### src/rtl/btn_sync_array.sv
// Multi-channel button conditioner: synchroniser, debounce filter and edge pulses per channel.
// Define BTN_SYNC_AUTOREPEAT_EN to make `press` auto-repeat while a button is held.
module btn_sync_array #(
  parameter int N_CH        = 5,
  parameter int SYNC_STAGES = 2,
  parameter int DEB_CYCLES  = 1000,
  parameter int RPT_DELAY   = 50000000,
  parameter int RPT_PERIOD  = 12500000
) (
  input  logic            clk,
  input  logic            rst,
  input  logic [N_CH-1:0] btn_in,
  output logic [N_CH-1:0] level,
  output logic [N_CH-1:0] rise,
  output logic [N_CH-1:0] fall,
  output logic [N_CH-1:0] press
);

  localparam int CW = ($clog2(DEB_CYCLES) > 1) ? $clog2(DEB_CYCLES) : 1;
  localparam logic [CW-1:0] DEB_TC = CW'(DEB_CYCLES - 1);

`ifdef BTN_SYNC_AUTOREPEAT_EN
  localparam int RPT_MAX = (RPT_DELAY > RPT_PERIOD) ? RPT_DELAY : RPT_PERIOD;
  localparam int RW = ($clog2(RPT_MAX) > 1) ? $clog2(RPT_MAX) : 1;
  localparam logic [RW-1:0] RPT_DELAY_LD  = RW'(RPT_DELAY - 1);
  localparam logic [RW-1:0] RPT_PERIOD_LD = RW'(RPT_PERIOD - 1);
`else
  localparam int rpt_cfg_unused = RPT_DELAY + RPT_PERIOD;
`endif

  for (genvar i = 0; i < N_CH; i++) begin : g_ch
    logic [SYNC_STAGES-1:0] sync_q;
    logic                   s;
    logic [CW-1:0]          cnt_q;
    logic                   lvl_q;
    logic                   rise_q;
    logic                   fall_q;
    logic                   press_q;
    logic                   toggle;

    always_ff @(posedge clk or posedge rst) begin
      if (rst) sync_q <= '0;
      else     sync_q <= {sync_q[SYNC_STAGES-2:0], btn_in[i]};
    end

    assign s      = sync_q[SYNC_STAGES-1];
    assign toggle = (s != lvl_q) && (cnt_q == DEB_TC);

    // Any agreement with the current level discards the pending candidate.
    always_ff @(posedge clk or posedge rst) begin
      if (rst) begin
        cnt_q  <= '0;
        lvl_q  <= 1'b0;
        rise_q <= 1'b0;
        fall_q <= 1'b0;
      end else begin
        if (s == lvl_q || toggle) cnt_q <= '0;
        else                      cnt_q <= cnt_q + 1'b1;
        lvl_q  <= lvl_q ^ toggle;
        rise_q <= toggle & ~lvl_q;
        fall_q <= toggle & lvl_q;
      end
    end

`ifdef BTN_SYNC_AUTOREPEAT_EN
    logic [RW-1:0] rpt_q;

    always_ff @(posedge clk or posedge rst) begin
      if (rst) begin
        rpt_q   <= '0;
        press_q <= 1'b0;
      end else begin
        press_q <= 1'b0;
        if (toggle && !lvl_q) begin
          press_q <= 1'b1;
          rpt_q   <= RPT_DELAY_LD;
        end else if (!lvl_q || toggle) begin
          rpt_q <= '0;
        end else if (rpt_q == '0) begin
          press_q <= 1'b1;
          rpt_q   <= RPT_PERIOD_LD;
        end else begin
          rpt_q <= rpt_q - 1'b1;
        end
      end
    end
`else
    assign press_q = rise_q;
`endif

    assign level[i] = lvl_q;
    assign rise[i]  = rise_q;
    assign fall[i]  = fall_q;
    assign press[i] = press_q;
  end

endmodule
### config.mk
export PLATFORM = sky130hd
export DESIGN_NAME = btn_sync_array
export DESIGN_NICKNAME = d
export VERILOG_FILES = /design/src/rtl/btn_sync_array.sv
export SDC_FILE = /design/constraint.sdc
export NUM_CORES = 1
export LEC_CHECK = 0
export CAP_MARGIN = 15
export CORE_MARGIN = 5
export CORE_UTILIZATION = 45
export DETAILED_ROUTE_END_ITERATION = 16
export DONT_BUFFER_PORTS = 1
export PLACE_DENSITY = 0.63
export RECOVER_POWER = 50
export SLEW_MARGIN = 15
export SYNTH_ARGS = -nofsm -noshare
export SYNTH_HDL_FRONTEND = slang
export SYNTH_SLANG_ARGS = --single-unit
### constraint.sdc
create_clock -name clk -period 2.1 [get_ports clk]
set_clock_uncertainty 0.2 [all_clocks]
set_input_delay 0.21 -clock clk [delete_from_list [all_inputs] [get_ports clk]]
set_output_delay 0.21 -clock clk [all_outputs]
set_load 0.03 [all_outputs]
==> Word level (Yosys, flattened, before mapping) <==
Index checks and enable logic that the tools add are counted.
Widths: inputs -> output; s select.
{ "word_totals": {"word_cells": 80, "inputBits": 7, "output_inout_bits": 20, "ff_bits": 75} }
{ "op_classes": {"n_eq_ne": 15, "add_sub_neg": 5, "bitwise_logic": 20, "n_reduce_logical": 10, "n_mux": 5} }
{ "op_table": {"columns": ["cell", "n"], "rows": [
  ["$add 10x1->10 const B", 5],
  ["$eq 10x10->1 const B", 5],
  ["$mux 10", 5],
  ["$and 1x1->1", 10],
  ["$eq 1x1->1", 5],
  ["$logic_and 1x1->1", 5],
  ["$logic_or 1x1->1", 5],
  ["$ne 1x1->1", 5],
  ["$not 1->1", 5],
  ["$xor 1x1->1", 5]
]} }

==> Logic depth before layout (Yosys ltp) <==
{ "depth": {"depth_word": 4, "mapped_depth": 5, "ltp_nobuf": 5} }

==> Least setup slack after synthesis <==
OpenSTA, ideal clock, no wires.
{ "synth_path": {"kind": "flip-flop to flip-flop", "from": "register g_ch[4].cnt_q[0]", "to": "register (tool-made name)", "path_stages_with_launch": 5, "synth_period_minus_slack_ns": 1.860, "setup_ns": 0.125, "arrival_ns": 1.535, "slack_ns": 0.240, "path_buffers": 0, "t_required_ns": 1.775, "path_cell_list": "dfrtp_1 ha_1 nand4_1 or4b_4 mux2_4"} }
{ "synth_rtl": {"columns": ["item", "line", "source"], "rows": [
  ["start: declaration", "34", "logic [CW-1:0] cnt_q;"],
  ["start signal: assignment", "58", "else cnt_q <= cnt_q + 1'b1;"]
]} }

==> key figures <==
Outcome
  • Status: completed

Yosys
  • Number of distinct standard cells referenced by the synthesized netlist: 32
  • Multiplexer share of the synthesized area: 2.07%
  • Leading cell types by total area after synthesis: sky130_fd_sc_hd__dfrtp_1, sky130_fd_sc_hd__nor2_1, sky130_fd_sc_hd__xnor2_1
  • Share of the yosys chip area belonging to registers: 54.5%
  • Synthesized net count: approximately 340
  • Mean cell area of the mapped netlist: roughly 11 um^2
  • Adder and majority cell fraction of the synthesized area: ~1.8%
  • Area fraction in compound gates after synthesis: around 6.4%
  • Post-synthesis instance total: 323
  • Cell taking the most area after synthesis: sky130_fd_sc_hd__dfrtp_1
  • Combined area of all synthesized cells: roughly 3400 um^2
  • Simple logic cell fraction of the synthesized area: between 20 and 25%
  • Xor and xnor fraction of the mapped netlist area: under 10%
  • Async S/R FF share, synth: 100%
  • Number of enable-type register cells in the synthesized netlist: 0
  • Most frequent cells after synthesis: sky130_fd_sc_hd__dfrtp_1, sky130_fd_sc_hd__nor2_1, sky130_fd_sc_hd__nand3_1, sky130_fd_sc_hd__buf_4, sky130_fd_sc_hd__xnor2_1
  • Main combinational cell family by area after synthesis: simple AND/OR/NAND/NOR gates
  • Primary FF master, synth: sky130_fd_sc_hd__dfrtp_1
  • Flops & latches, synth: 75
  • Most frequently used cell type in the post-synthesis netlist: sky130_fd_sc_hd__dfrtp_1
  • Share of Yosys cell area claimed by the top area cell type: 54.5%
  • Number of synthesis warnings: 0

Critical path
  • Type of element launching the critical path: flip-flop
  • Highest-delay cell along the critical path: sky130_fd_sc_hd__or4b_4
  • Count of buffer and inverter cells on the critical path: 0
  • Delay of the slowest critical-path stage: between 500 and 600 ps
  • Crit. End Element: flip-flop
  • Critical path launch point: g_ch[0].cnt_q[0]
  • Critical path start-end classification: reg -> reg
  • Crit-path cells: ha_1 -> nand4_1 -> or4b_4 -> mux2_4
  • Worst-path maximum fanout: 5
  • Required time at the worst-slack endpoint: 2120 ps
  • Setup slack, reg-to-reg: about 130 ps
  • Dominant delay contributor by cell family on the critical path: simple AND/OR/NAND/NOR gates
  • Worst reg-to-reg path cell count: 4
  • Crit path depth: 4
  • Worst Path Arrival: just under 2000 ps
  • Critical register-to-register path startpoint: g_ch[0].cnt_q[0]

Global routing
  • First-pass GRT wire length: slightly below 10 mm
  • Met2 layer usage reported by global route: 18.8%
  • Number of antenna violations at the first check in global routing: 0
  • Vias in the first global route: 2109
  • Most utilized layer in the global route result: met2
  • GRT Total Usage: ~12%
  • Met1 Use GR: approximately 17%
  • Maximum number of pins on one net before global-route repair: 43
  • Grt total ovfl: 0
  • Met3 Resource Use GR: about 4.4%

Route
  • Avg Vias per Cell: 5.10
  • Starting DRC count in detailed routing: 86
  • Via total after detailed routing: roughly 2200
  • Final antenna-violating net count: 0
  • DRC violations left: 0
  • Drt total wl: 5.42 mm
  • Wire per inst: 12.6 um
  • DR pass1 iterations: 4

Power
  • Worst vdd rail ir drop: between 0.4 and 0.5 mV
  • PwrDens: roughly 690 nW/um^2
  • Pleak: roughly 1.6 nW

Layout
  • Fraction of layout instances using a drive strength above 1: 9.15%
  • Net count reported at finish: 335
  • # fillers: approximately 700
  • Core Util, Final: about half
  • Antenna Diode Count: 0
  • Layout-stage area growth over the synthesis result: 6.21%

Floorplan
  • Overall die area: around 9500 um^2
  • Placement row count: 32
  • Die height: 97.5 um
  • Horiz. Die Dim: between 90 and 100 um
  • Core box area: ~7600 um^2
  • Number of top-level pins: 27
  • Initial core utilization: between 40% and 50%

Hold path
  • Number of cells on the worst hold path: 0
  • Type of the worst min-delay path: reg -> reg

Timing
  • Number of failing hold endpoints at the final stage: 0
  • Final Critical Period: approximately 2000 ps
  • Share of the clock period used by the worst path after layout: a little over nine tenths
  • Setup repair after global routing missed its margin: false
  • Setup TNS Final: 0 ps
  • Max_slew headroom: 57.1%
  • Slew @ Worst Pin: 643 ps
  • Count of endpoints failing setup in the final report: 0
  • Highest achievable clock rate: 508 MHz
  • Worst hold slack: 149 ps
  • Final Max Slew Viols: 0

Clock tree
  • Clock tree buffer depth: 2
  • TritonCTS clock tree: built
  • Clock-pin slew of the registers on the worst-case setup and hold paths: ~70 ps
  • Total setup buffers inserted after CTS: 0
  • Clock sink count: 75
  • Clk Tree Root Cell: sky130_fd_sc_hd__clkbuf_8
  • # H-tree levels: 3
  • Inserted Clock Buffers: 9
  • Clk Latency, worst-skew pair: around 330 ps

Run
  • Number of maximum-capacitance constraint violations: 0

Place
  • Placer's final routability congestion estimate: 0.851
  • DP HPWL: 3.77 mm
  • Count of buffers from port buffering: 0
[cell usage in the layout (no fill, tap or decap), drive strengths merged, types with 2 or more instances in the layout]
cell type    count
or3              4
xnor2           20
nand2           16
o21ai            9
ha               5
o21a             4
dlygate4sd3      6
clkinv           3
nand3           22
nand2b           4
xor2            14
mux2             5
clkbuf          15
and3             9
nor3b           10
nor4             3
dfrtp           75
a31oi            7
or4b             4
o211a            3
nor2            57
inv              5
a21o             2
nor3             7
a21oi            6
nand4            6
[power breakdown]
group / switching (mW) / total [mW] / internal, mW
clock: 0.469 / 0.894 / 0.425
combinational: 0.0653 / 0.107 / 0.0416
sequential: 0.0367 / 1.51 / 1.48
[state kept, by name, summed over array words and instances (netlist names), named ones only]
name / flops
g_ch.cnt_q: 50
g_ch.sync_q: 10
g_ch.fall_q: 5
g_ch.press_q: 5
[logic make-up after synthesis]
group | Yosys count
XOR/XNOR | 34
adder cells (fa/ha/maj) | 5
multiplexers | 5
AND/OR/NAND/NOR | 144
buffers and inverters | 26
flip-flops | 75
AO/OA/AOI/OAI | 34
[worst min path at each step]
stage,from,end
2_1_floorplan,btn_in[0],g_ch[0].sync_q[0]
3_3_place_gp,rst,g_ch[0].sync_q[0]
3_5_place_dp,rst,g_ch[0].sync_q[0]
4_1_cts,g_ch[0].sync_q[0],g_ch[0].sync_q[1]
5_1_grt,g_ch[0].sync_q[0],g_ch[0].sync_q[1]
6_report,g_ch[2].sync_q[0],g_ch[2].sync_q[1]
[cell type report]
cell class	count	area, um^2	area share [%]
multi-input combinational	222	1400	38.2
timing repair buffer	9	78.8	2.15
sequential	75	1880	51.3
clock buffer	13	139	3.79
inverter	6	26.3	0.718
clock inverter	3	15.0	0.410
tap	102	128	3.49
[stage by stage]
stage	power [mW]	setup slack (ps)	std cells	area, um^2
after floorplan	1.61	240	323	3450
after global placement	1.65	208	408	3460
after detailed placement	1.65	141	408	3460
after CTS	2.57	135	430	3680
after global routing	2.65	37.2	430	3660
final	2.51	130	430	3660
[repair_timing]
| action | CTS | global route |
|---|---|---|
| resized for setup | 0 | 0 |
| hold endpoints to repair | 34 | 0 |
| hold buffers | 6 | 0 |
[routing by layer]
layer / share of wire, % / vias up / wire (um)
li1: - / 1093 / -
met1: 50 / 1058 / 2700
met2: 45 / 38 / 2420
met3: 4.4 / 4 / 240
met4: 1.1 / 0 / 61
met5: 0 / - / 0
Note: power is estimated with default switching activity, not from simulation.
